[src/rtl/apbspi_spi_master.sv]
// SPI master shift engine: pops TX words, serialises one frame per word under
// CPOL/CPHA/prescaler control, and pushes the deserialised MISO word to the RX FIFO.
module apbspi_spi_master #(
  parameter int FRAME_WIDTH = 8,
  parameter int PRESC_WIDTH = 32
) (
  input  logic                   pclk,
  input  logic                   preset,
  input  logic                   spi_enable,
  input  logic [PRESC_WIDTH-1:0] spi_prescaler,
  input  logic                   spi_cpol,
  input  logic                   spi_cpha,
  input  logic                   tx_fifo_empty,
  input  logic [31:0]            tx_fifo_read_data,
  output logic                   tx_fifo_pop,
  input  logic                   rx_fifo_full,
  output logic [31:0]            rx_fifo_write_data,
  output logic                   rx_fifo_push,
  output logic                   spi_busy,
  output logic                   spi_trx_done,
  output logic                   rx_overflow,
  output logic                   spi_sclk,
  output logic                   spi_mosi,
  input  logic                   spi_miso,
  output logic                   spi_cs_n
);

  // Handshake: tx_fifo_pop / rx_fifo_push are single-cycle strobes; the TX head
  // word is consumed (latched) in the IDLE cycle that raises the pop strobe.
  localparam int CW = PRESC_WIDTH + 1;
  localparam logic [6:0] LAST_EDGE = 7'(2 * FRAME_WIDTH - 1);

  typedef logic [FRAME_WIDTH-1:0] frame_t;
  typedef enum logic [1:0] {ST_IDLE, ST_SHIFT, ST_END} state_t;

  state_t        state, next_state;
  frame_t        tx_sh, rx_sh;
  logic          cpol_q, cpha_q;
  logic [CW-1:0] h_q, cnt;
  logic [6:0]    edge_cnt;

  logic start, edge_tick, last_edge, odd_edge;

  always_comb begin
    next_state = state;
    start      = spi_enable && !tx_fifo_empty;
    edge_tick  = (cnt == h_q);
    last_edge  = edge_tick && (edge_cnt == LAST_EDGE);
    odd_edge   = !edge_cnt[0];
    case (state)
      ST_IDLE:  if (start) next_state = ST_SHIFT;
      ST_SHIFT: begin
        if (!spi_enable)    next_state = ST_IDLE;
        else if (last_edge) next_state = ST_END;
      end
      ST_END: begin
        if (!spi_enable)    next_state = ST_IDLE;
        else if (edge_tick) next_state = ST_IDLE;
      end
      default: next_state = ST_IDLE;
    endcase
  end

  always_ff @(posedge pclk) begin
    if (preset) begin
      state              <= ST_IDLE;
      tx_fifo_pop        <= 1'b0;
      rx_fifo_push       <= 1'b0;
      rx_fifo_write_data <= '0;
      spi_busy           <= 1'b0;
      spi_trx_done       <= 1'b0;
      rx_overflow        <= 1'b0;
      spi_cs_n           <= 1'b1;
      spi_sclk           <= 1'b0;
      spi_mosi           <= 1'b0;
      tx_sh              <= '0;
      rx_sh              <= '0;
      cpol_q             <= 1'b0;
      cpha_q             <= 1'b0;
      h_q                <= CW'(1);
      cnt                <= CW'(1);
      edge_cnt           <= '0;
    end else begin
      state        <= next_state;
      tx_fifo_pop  <= 1'b0;
      rx_fifo_push <= 1'b0;
      spi_trx_done <= 1'b0;
      rx_overflow  <= 1'b0;
      case (state)
        ST_IDLE: begin
          spi_sclk <= spi_cpol;
          spi_cs_n <= 1'b1;
          spi_busy <= 1'b0;
          spi_mosi <= 1'b0;
          if (start) begin
            tx_fifo_pop <= 1'b1;
            cpol_q      <= spi_cpol;
            cpha_q      <= spi_cpha;
            h_q         <= {1'b0, spi_prescaler} + CW'(1);
            cnt         <= CW'(1);
            edge_cnt    <= '0;
            spi_cs_n    <= 1'b0;
            spi_busy    <= 1'b1;
            // CPHA=0 presents the MSB with CS; CPHA=1 waits for edge 1.
            if (spi_cpha) begin
              tx_sh <= tx_fifo_read_data[FRAME_WIDTH-1:0];
            end else begin
              spi_mosi <= tx_fifo_read_data[FRAME_WIDTH-1];
              tx_sh    <= tx_fifo_read_data[FRAME_WIDTH-1:0] << 1;
            end
          end
        end
        ST_SHIFT: begin
          if (!spi_enable) begin
            spi_cs_n <= 1'b1;
            spi_busy <= 1'b0;
            spi_sclk <= cpol_q;
            spi_mosi <= 1'b0;
          end else if (edge_tick) begin
            cnt      <= CW'(1);
            edge_cnt <= edge_cnt + 7'd1;
            spi_sclk <= ~spi_sclk;
            if (cpha_q != odd_edge)
              rx_sh <= (rx_sh << 1) | frame_t'(spi_miso);
            if ((cpha_q && odd_edge) || (!cpha_q && !odd_edge && !last_edge)) begin
              spi_mosi <= tx_sh[FRAME_WIDTH-1];
              tx_sh    <= tx_sh << 1;
            end
          end else begin
            cnt <= cnt + CW'(1);
          end
        end
        ST_END: begin
          if (!spi_enable) begin
            spi_cs_n <= 1'b1;
            spi_busy <= 1'b0;
            spi_sclk <= cpol_q;
            spi_mosi <= 1'b0;
          end else if (edge_tick) begin
            spi_cs_n     <= 1'b1;
            spi_busy     <= 1'b0;
            spi_trx_done <= 1'b1;
            spi_mosi     <= 1'b0;
            spi_sclk     <= cpol_q;
            if (!rx_fifo_full) begin
              rx_fifo_push       <= 1'b1;
              rx_fifo_write_data <= 32'(rx_sh);
            end else begin
              rx_overflow <= 1'b1;
            end
          end else begin
            cnt <= cnt + CW'(1);
          end
        end
        default: spi_cs_n <= 1'b1;
      endcase
    end
  end

endmodule
[config.mk]
export PLATFORM = sky130hd
export DESIGN_NAME = apbspi_spi_master
export DESIGN_NICKNAME = d
export VERILOG_FILES = /design/src/rtl/apbspi_spi_master.sv
export SDC_FILE = /design/constraint.sdc
export NUM_CORES = 1
export LEC_CHECK = 0
export ABC_AREA = 0
export BUFFER_PORTS_ARGS = -buffer_cell sky130_fd_sc_hd__buf_2
export CAP_MARGIN = 20
export CELL_PAD_IN_SITES_DETAIL_PLACEMENT = 1
export CELL_PAD_IN_SITES_GLOBAL_PLACEMENT = 2
export CORE_MARGIN = 3
export CORE_UTILIZATION = 36
export DETAILED_ROUTE_END_ITERATION = 8
export GPL_ROUTABILITY_DRIVEN = 0
export HOLD_SLACK_MARGIN = 0.12
export PLACE_DENSITY = 0.9
export SYNTH_ARGS = -nofsm -noshare
export SYNTH_HDL_FRONTEND = slang
export SYNTH_SLANG_ARGS = --single-unit
[constraint.sdc]
create_clock -name pclk -period 5.1 [get_ports pclk]
set_input_delay 1.02 -clock pclk [delete_from_list [all_inputs] [get_ports pclk]]
set_output_delay 1.02 -clock pclk [all_outputs]
set_load 0.03 [all_outputs]
==> results of run 1 <==
==> per-layer routing <==
metal	GRT usage	vias up
met5	0	-
met4	0.0798	0
met3	0.0303	28
met2	0.315	130
met1	0.248	2828
li1	-	2805
==> sequential cells by signal, summed over array words and instances (netlist names), 2 cells and up <==
| signal | cells |
|---|---|
| h_q | 33 |
| edge_cnt | 7 |
| rx_fifo_write_data | 8 |
| cnt | 33 |
| rx_sh | 8 |
| state | 2 |
| tx_sh | 8 |
==> logic make-up after synthesis <==
logic type | after synthesis | synth area share
AO/OA/AOI/OAI | 183 | 0.189
XOR/XNOR | 62 | 0.0872
adder cells (fa/ha/maj) | 9 | 0.0181
buffers and inverters | 87 | 0.0723
flip-flops | 109 | 0.350
multiplexers | 16 | 0.0257
other | 1 | 0.000602
AND/OR/NAND/NOR | 288 | 0.256
==> worst max-delay path, delay by kind of cell (launching register included) <==
| kind | cells | cell delay, ns |
|---|---|---|
| compound gates | 2 | 0.65 |
| xor+xnor | 1 | 0.16 |
| buf+inv | 1 | 0.24 |
| flops | 1 | 0.48 |
| simple gates | 3 | 1.70 |
==> final timing paths <==
path,start,slack (ns),endpoint,cells past startpoint
max,cnt[16],1.77,cnt[5],7
min,cpol_q,0.47,cpol_q,2
max reg2reg,cnt[16],1.77,cnt[5],7
min reg2reg,cpol_q,0.47,cpol_q,2
==> per-stage QoR <==
step	total power [mW]	area [sq um]	instances	hold slack (ns)	util
finish	1.87	6820	1007	0.468	0.407
global route	1.95	6820	1007	0.494	0.407
CTS	1.89	6800	1006	0.474	0.406
detailed placement	1.23	6540	991	0.464	0.390
global placement	1.22	6540	991	0.445	0.390
floorplan	1.15	6310	778	0.436	-
==> layout by cell type (no fill, tap or decap), types with 12 or more instances in the layout <==
cell type  count
or3_1         21
nand4_1       27
nand3_1       33
o31ai_1       27
and4_1        12
a211oi_1      30
conb_1        24
o21ai_0       31
xnor2_1       31
nand2_1       54
mux2i_1       16
a21oi_1       66
xor2_1        31
buf_2         63
nor2_1        60
or4_1         23
dfxtp_1      109
inv_1         12
==> cell type report <==
type	instances	area, sq um
fillers	2055	9940
multi-input cells	582	3680
flip-flops and latches	109	2180
repair buffers	69	373
well taps	220	275
clock buffers	9	225
inverters	12	45.0
clock inverters	6	37.5
==> where the power goes <==
part,internal (mW),switching [mW]
registers,0.880,0.0242
logic,0.101,0.209
clock network,0.329,0.325
total,1.31,0.558
==> results.sh, run 1 <==
export IMPL_status="finished, final reports clean"
export IMPL_cts_sinks=109
export IMPL_antenna_found_initial=0
export IMPL_top_layer_used="met4"
export IMPL_worst_slack_ns=1.77
export IMPL_drv_cap=0
export IMPL_insertion_delay_ns=0.35
export IMPL_cts_tree="done"
export IMPL_synthesis_area_sq_um=6230
export IMPL_cts_htree_levels=3
export IMPL_netlist_instances=755
export IMPL_numCtsBuffers=9
export IMPL_worstSetupEndpointType="flip-flop"
export IMPL_max_freq_mhz=300
export IMPL_cts_hold_fix_buffers=0
export IMPL_cp_start_kind="flip-flop"
export IMPL_critical_path_class="reg -> reg"
export IMPL_ys_warn_count=0
export IMPL_dp_hpwl_um=13300
export IMPL_worstPathRequired_ns=5.37
export IMPL_die_area_sq_um=18900
export IMPL_max_stage_delay_ns=0.62
export IMPL_drive_gt1_frac=0.125
export IMPL_die_y_um=138
export IMPL_via_count=5791
export IMPL_synth_edf_count=0
export IMPL_async_flop_share=0
export IMPL_clock_root_buffer="clkbuf_16"
export IMPL_ant_nets=0
export IMPL_ys_top_cells_by_count="dfxtp_1, a21oi_1, nor2_1, nand2_1, clkbuf_1"
export IMPL_clk_pin_slew_ns=0.07
export IMPL_powerDensity_nw_per_um2=274
export IMPL_rsz0062_at_grt="false"
export IMPL_start_util=0.371
export IMPL_drt_iter0_markers=265
export IMPL_final_nets=864
export IMPL_synth_area_leader_cell="dfxtp_1"
export IMPL_hold_viol=0
export IMPL_post_cts_buffers=0
export IMPL_routedWlPerCell_um=17.8
export IMPL_synth_area_per_cell_sq_um=8.25
export IMPL_wl_met2_um=8600
export IMPL_drc=0
export IMPL_area_delta_synth_final_pct=9.53
export IMPL_wirelength_um=17900
export IMPL_p_leak_nw=2.32
export IMPL_period_needed_ns=3.33
export IMPL_slew_limit_headroom=0.443
export IMPL_netlist_area_leader_share=0.350
export IMPL_io_buffers=63
export IMPL_hp_class="reg -> reg"
export IMPL_grt_max_degree=66
export IMPL_yosysUniqueCellTypes=60
export IMPL_fin_skew_ns=0.00606
export IMPL_clockBufferDepth=2
export IMPL_grt_pass1_vias=5736
export IMPL_finalMaxSlewViolations=0
export IMPL_fin_crit_sh=0.653
export IMPL_critPathSlowestCell="nand4_1"
export IMPL_grt_util_all_layers=0.191
export IMPL_antennaDiodeCount=0
export IMPL_critical_path_arrival_ns=3.60
export IMPL_worst_pin_slew_ns=0.828
export IMPL_synth_area_leaders="dfxtp_1, a21oi_1, xnor2_1"
export IMPL_ios=112
export IMPL_wl_met1_um=8200
export IMPL_die_w_um=138
export IMPL_first_pass_iters=4
export IMPL_rows=47
export IMPL_met3_length_um=694
export IMPL_setup_viol=0
export IMPL_ys_seq_area_frac=0.350
export IMPL_grt_pass1_wl_um=29100
export IMPL_path_cells="xor2_1, or4_4, nor4_2, nand4_1, a311o_1, buf_4, a21oi_1"
export IMPL_yosysMostFrequentCell="dfxtp_1"
export IMPL_synth_flop_cell="dfxtp_1"
export IMPL_cts_resized=0
export IMPL_cp_max_fo=32
export IMPL_via_per_inst=5.75
export IMPL_tns_ns=0
export IMPL_peakVddDrop_uv=119
export IMPL_core_sq_um=16800
export IMPL_grt_overflow_total=0
export IMPL_ys_ff_latch=109
export IMPL_dpl_worst_slack_ns=1.60
(Power assumes the default switching activity.)
==> inputs of run 2 (changes only) <==
Settings changed: ABC_AREA 0 to 1, CORE_UTILIZATION 36 to 31, PLACE_DENSITY 0.9 to 0.85.
Clock period 5.1 ns to 3.1 ns, I/O delays scaled along.
==> results.sh, run 2 <==
export IMPL_netlist_area_leader_share=0.331
export IMPL_cp_max_fo=17
export IMPL_stdcell_area_sq_um=7410
export IMPL_worstSetupEndpointType="flip-flop"
export IMPL_drive_gt1_frac=0.117
export IMPL_dp_hpwl_um=14300
export IMPL_peakVddDrop_uv=276
export IMPL_ys_ff_latch=109
export IMPL_cts_hold_fix_buffers=0
export IMPL_cts_sinks=109
export IMPL_ant_nets=0
export IMPL_worst_slack_ns=0.642
export IMPL_fin_crit_sh=0.793
export IMPL_wl_met1_um=9330
export IMPL_area_delta_synth_final_pct=12.3
export IMPL_hold_viol=0
export IMPL_ys_top_cells_by_count="nand2_1, inv_1, nor2_1, dfxtp_1, o21ai_0"
export IMPL_synth_area_per_cell_sq_um=6.64
export IMPL_netlist_instances=994
export IMPL_status="finished, final reports clean"
export IMPL_antennaDiodeCount=0
export IMPL_period_needed_ns=2.46
export IMPL_numCtsBuffers=9
export IMPL_clk_pin_slew_ns=0.08
export IMPL_grt_overflow_total=0
export IMPL_start_util=0.321
export IMPL_cts_htree_levels=3
export IMPL_tns_ns=0
export IMPL_powerDensity_nw_per_um2=646
export IMPL_cp_start_kind="flip-flop"
export IMPL_wirelength_um=18500
export IMPL_routedWlPerCell_um=13.9
export IMPL_grt_max_degree=31
export IMPL_max_freq_mhz=407
export IMPL_synthesis_area_sq_um=6600
export IMPL_synth_area_leaders="dfxtp_1, nand2_1, inv_1"
export IMPL_die_y_um=152
export IMPL_p_leak_nw=3.29
export IMPL_finalMaxSlewViolations=0
export IMPL_synth_area_leader_cell="dfxtp_1"
export IMPL_setup_viol=0
export IMPL_max_stage_delay_ns=0.50
export IMPL_top_layer_used="met4"
export IMPL_io_buffers=63
export IMPL_ios=112
export IMPL_path_cells="inv_2, nand2_1, nand2_1, nor2_1, nand2_1, nor2_1, nand2_1, nor2_2, nand2_4, nand2_4, nand2_4, nand2_4, buf_4, nor2_1, a21oi_1, nor2_1"
export IMPL_ys_seq_area_frac=0.331
export IMPL_worst_pin_slew_ns=0.756
export IMPL_rows=52
export IMPL_critPathSlowestCell="dfxtp_1"
export IMPL_met3_length_um=562
export IMPL_yosysMostFrequentCell="nand2_1"
export IMPL_die_w_um=152
export IMPL_core_sq_um=20600
export IMPL_worstPathRequired_ns=3.36
export IMPL_synth_edf_count=0
export IMPL_dpl_worst_slack_ns=0.437
export IMPL_rsz0062_at_grt="false"
export IMPL_final_cell_mix="nand2_1, inv_1, nor2_1, dfxtp_1, o21ai_0"
export IMPL_drc=0
export IMPL_largest_registers="cnt x33, h_q x33"
export IMPL_via_count=6197
export IMPL_wl_met2_um=8380
export IMPL_die_area_sq_um=23100
export IMPL_cts_tree="done"
export IMPL_clockBufferDepth=2
export IMPL_dpl_cell_area_sq_um=7090
export IMPL_async_flop_share=0
export IMPL_critical_path_arrival_ns=2.72
export IMPL_post_cts_buffers=0
export IMPL_clock_root_buffer="clkbuf_16"
export IMPL_hp_class="reg -> reg"
export IMPL_layout_commonest_cell="nand2_1"
export IMPL_via_per_inst=4.67
export IMPL_grt_pass1_vias=6121
export IMPL_antenna_found_initial=0
export IMPL_grt_util_all_layers=0.158
export IMPL_drv_cap=0
export IMPL_final_nets=1132
export IMPL_critical_path_class="reg -> reg"
export IMPL_slew_limit_headroom=0.491
export IMPL_yosysUniqueCellTypes=50
export IMPL_grt_pass1_wl_um=30700
export IMPL_first_pass_iters=4
export IMPL_drt_iter0_markers=308
export IMPL_fin_skew_ns=0.0153
export IMPL_cts_resized=0
export IMPL_insertion_delay_ns=0.36
export IMPL_synth_flop_cell="dfxtp_1"
export IMPL_ys_warn_count=0
run 2: cell count changes after synthesis, sizes merged, moves of 12 or more:
cell	previous run	this run
nand2	54	216
inv	12	143
nor2	60	125
o21ai	32	88
a211oi	30	2
o31ai	27	1
or4	26	1
nor3	9	32
or3	22	0
clkbuf	38	17
nand3	33	54
and4	12	0
mux2i	16	4
run 2: final cells by class:
cell class / count / area [sq um]
well taps: 270 / 338
inverters: 145 / 544
flip-flops and latches: 109 / 2180
multi-input cells: 709 / 3600
fillers: 2727 / 13100
clock inverters: 7 / 92.6
repair buffers: 77 / 433
clock buffers: 9 / 225
run 2: critical path, delay by kind of cell (launching register included):
family                 cells  cell delay [ns]
AOI/OAI and AO/OA          1             0.13
buffers and inverters      2             0.36
DFF                        1             0.50
and+or+nand+nor           13             1.38
run 2: routing by layer:
layer | vias to the layer above | global-route usage
met2 | 86 | 0.258
met3 | 13 | 0.0219
met5 | - | 0
met1 | 2868 | 0.222
met4 | 0 | 0.0381
li1 | 3230 | -
run 2: power breakdown:
group | switching, mW | internal (mW)
sequential | 0.151 | 1.59
combinational | 1.20 | 0.582
clock | 0.607 | 0.649
total | 1.96 | 2.83
run 2: per-stage QoR:
step	total power, mW	utilization	std cells	hold WS, ns
global route	5.15	0.361	1326	0.483
global placement	3.53	0.345	1310	0.434
finish	4.79	0.361	1326	0.459
CTS	4.85	0.361	1326	0.467
detailed placement	3.57	0.345	1310	0.453
floorplan	3.15	-	1017	0.424
run 2: path summary, 6_finish.rpt:
kind                                from       end  slack (ns)  depth (start not counted)
worst max-delay path             cnt[13]    cnt[6]        0.64                         16
worst min-delay path            rx_sh[7]  rx_sh[7]        0.46                          2
worst max register to register   cnt[13]    cnt[6]        0.64                         16
worst min register to register  rx_sh[7]  rx_sh[7]        0.46                          2
run 2: cell families (layout without fill, tap and decap cells):
| kind of cell | Yosys count | in the layout | synth area share |
|---|---|---|---|
| other cells | 1 | 24 | 0.000568 |
| xor+xnor | 51 | 51 | 0.0677 |
| compound gates | 158 | 158 | 0.128 |
| fa+ha+maj | 9 | 9 | 0.0171 |
| buf+inv | 199 | 238 | 0.137 |
| simple gates | 463 | 463 | 0.312 |
| mux | 4 | 4 | 0.00607 |
| flops | 109 | 109 | 0.331 |
==> inputs of run 3 (changes only) <==
Clock period 3.1 ns to 2.5 ns, I/O delays scaled along.
==> results.sh, run 3 (synthesis results as in run 2) <==
export IMPL_cts_sinks=109
export IMPL_cts_tree="done"
export IMPL_worstPathRequired_ns=2.76
export IMPL_start_util=0.321
export IMPL_antenna_found_initial=0
export IMPL_cp_start_kind="flip-flop"
export IMPL_grt_pass1_vias=6275
export IMPL_power_switching_share=0.417
export IMPL_slew_limit_headroom=0.537
export IMPL_layout_commonest_cell="nand2_1"
export IMPL_wirelength_um=18700
export IMPL_grt_util_all_layers=0.161
export IMPL_rsz0062_at_grt="false"
export IMPL_seqPwrFrac=0.366
export IMPL_die_y_um=152
export IMPL_final_cell_mix="nand2_1, inv_1, nor2_1, dfxtp_1, o21ai_0"
export IMPL_hp_class="in -> reg"
export IMPL_critical_path_class="reg -> reg"
export IMPL_io_buffers=63
export IMPL_worst_pin_slew_ns=0.688
export IMPL_drc=0
export IMPL_rows=52
export IMPL_worstHoldStart="spi_prescaler[0]"
export IMPL_dpl_worst_slack_ns=0.0862
export IMPL_final_nets=1147
export IMPL_via_per_inst=4.71
export IMPL_dp_hpwl_um=14700
export IMPL_ios=112
export IMPL_clkPwrFrac=0.250
export IMPL_p_switching_mw=2.48
export IMPL_power_total_mw=5.93
export IMPL_die_area_sq_um=23100
export IMPL_min_path_cells=2
export IMPL_grt_overflow_total=0
export IMPL_powerDensity_nw_per_um2=787
export IMPL_via_count=6311
export IMPL_fin_skew_ns=0.0137
export IMPL_p_leak_nw=3.38
export IMPL_cp_max_fo=19
export IMPL_tns_ns=0
export IMPL_setup_viol=0
export IMPL_startpoint="state[0]"
export IMPL_drv_cap=0
export IMPL_die_w_um=152
export IMPL_largest_registers="cnt x33, h_q x33"
export IMPL_grt_pass1_wl_um=30900
export IMPL_status="finished, final reports clean"
export IMPL_antennaDiodeCount=0
export IMPL_finalMaxSlewViolations=0
export IMPL_worstReg2RegStart="state[0]"
export IMPL_worst_slack_ns=0.254
export IMPL_numCtsBuffers=9
export IMPL_cts_hold_fix_buffers=0
export IMPL_area_delta_synth_final_pct=14.2
export IMPL_hold_viol=0
export IMPL_clk_pin_slew_ns=0.08
export IMPL_reg2reg_slack_ns=0.25
export IMPL_pwr_share_comb=0.384
export IMPL_cts_htree_levels=3
export IMPL_critical_path_arrival_ns=2.50
export IMPL_ant_nets=0
export IMPL_max_freq_mhz=445
export IMPL_insertion_delay_ns=0.37
export IMPL_grt_max_degree=43
export IMPL_post_cts_buffers=0
export IMPL_core_sq_um=20600
export IMPL_drive_gt1_frac=0.130
export IMPL_clock_root_buffer="clkbuf_16"
export IMPL_clockBufferDepth=2
export IMPL_drt_iter0_markers=265
export IMPL_fin_crit_sh=0.898
export IMPL_p_int_mw=3.46
export IMPL_first_pass_iters=4
export IMPL_worstSetupEndpointType="flip-flop"
export IMPL_peakVddDrop_uv=301
export IMPL_rr_worst_depth=10
export IMPL_period_needed_ns=2.25
export IMPL_routedWlPerCell_um=13.9
export IMPL_r2r_end="cnt[32]"
export IMPL_crit_end="cnt[32]"
run 3: cell count changes in the layout (fill, tap and decap cells not counted), sizes merged:
cell / change
buf: +15
bufinv: -1
clkinv: +3
clkinvlp: -2
run 3: critical path, stage by stage (launching register included):
cell and delay [ns]:
dfxtp_1 0.39, inv_1 0.10, ha_1 0.23, inv_1 0.11, nor2_1 0.10, nor3_4 0.33
a21boi_2 0.30, buf_4 0.29, nand2_1 0.09, xor2_1 0.14, nor2_1 0.06
run 3: metal layers:
layer,up-vias,track usage,wire length (um)
met2,85,0.265,8550
li1,3272,-,-
met5,-,0,0
met3,10,0.0259,527
met4,0,0.0381,200
met1,2944,0.220,9420
run 3: power by group through the flow:
stage / clock network, mW / logic [mW] / registers, mW
finish: 1.48 / 2.28 / 2.17
global route: 1.59 / 2.58 / 2.20
CTS: 1.53 / 2.28 / 2.17
detailed placement: 0 / 2.26 / 2.21
global placement: 0 / 2.22 / 2.20
floorplan: 0 / 1.73 / 2.18
run 3: worst min-delay path by stage:
stage	to	slack (ns)
2_1_floorplan	rx_sh[7]	0.42
3_3_place_gp	rx_sh[7]	0.44
3_5_place_dp	rx_sh[7]	0.45
4_1_cts	h_q[0]	0.36
5_1_grt	h_q[0]	0.36
6_report	h_q[0]	0.36
run 3: cell type report:
class	instances	area [sq um]
flip-flops and latches	109	2180
fillers	2742	13000
inverters	145	544
multi-input cells	709	3610
repair buffers	92	558
clock inverters	7	78.8
clock buffers	9	225
well taps	270	338
run 3: what timing repair did:
item	CTS	global route
gates resized for setup	0	2
setup endpoints to repair	0	22
hold endpoints to repair	0	0
run 3: per-stage QoR:
| step | std cells | hold slack [ns] | cell area [sq um] | util |
|---|---|---|---|---|
| after global placement | 1325 | 0.437 | 7220 | 0.351 |
| after global routing | 1341 | 0.364 | 7540 | 0.367 |
| final | 1341 | 0.362 | 7540 | 0.367 |
| after detailed placement | 1325 | 0.454 | 7220 | 0.351 |
| after CTS | 1341 | 0.358 | 7520 | 0.366 |
| after floorplan | 1017 | 0.424 | 6690 | - |
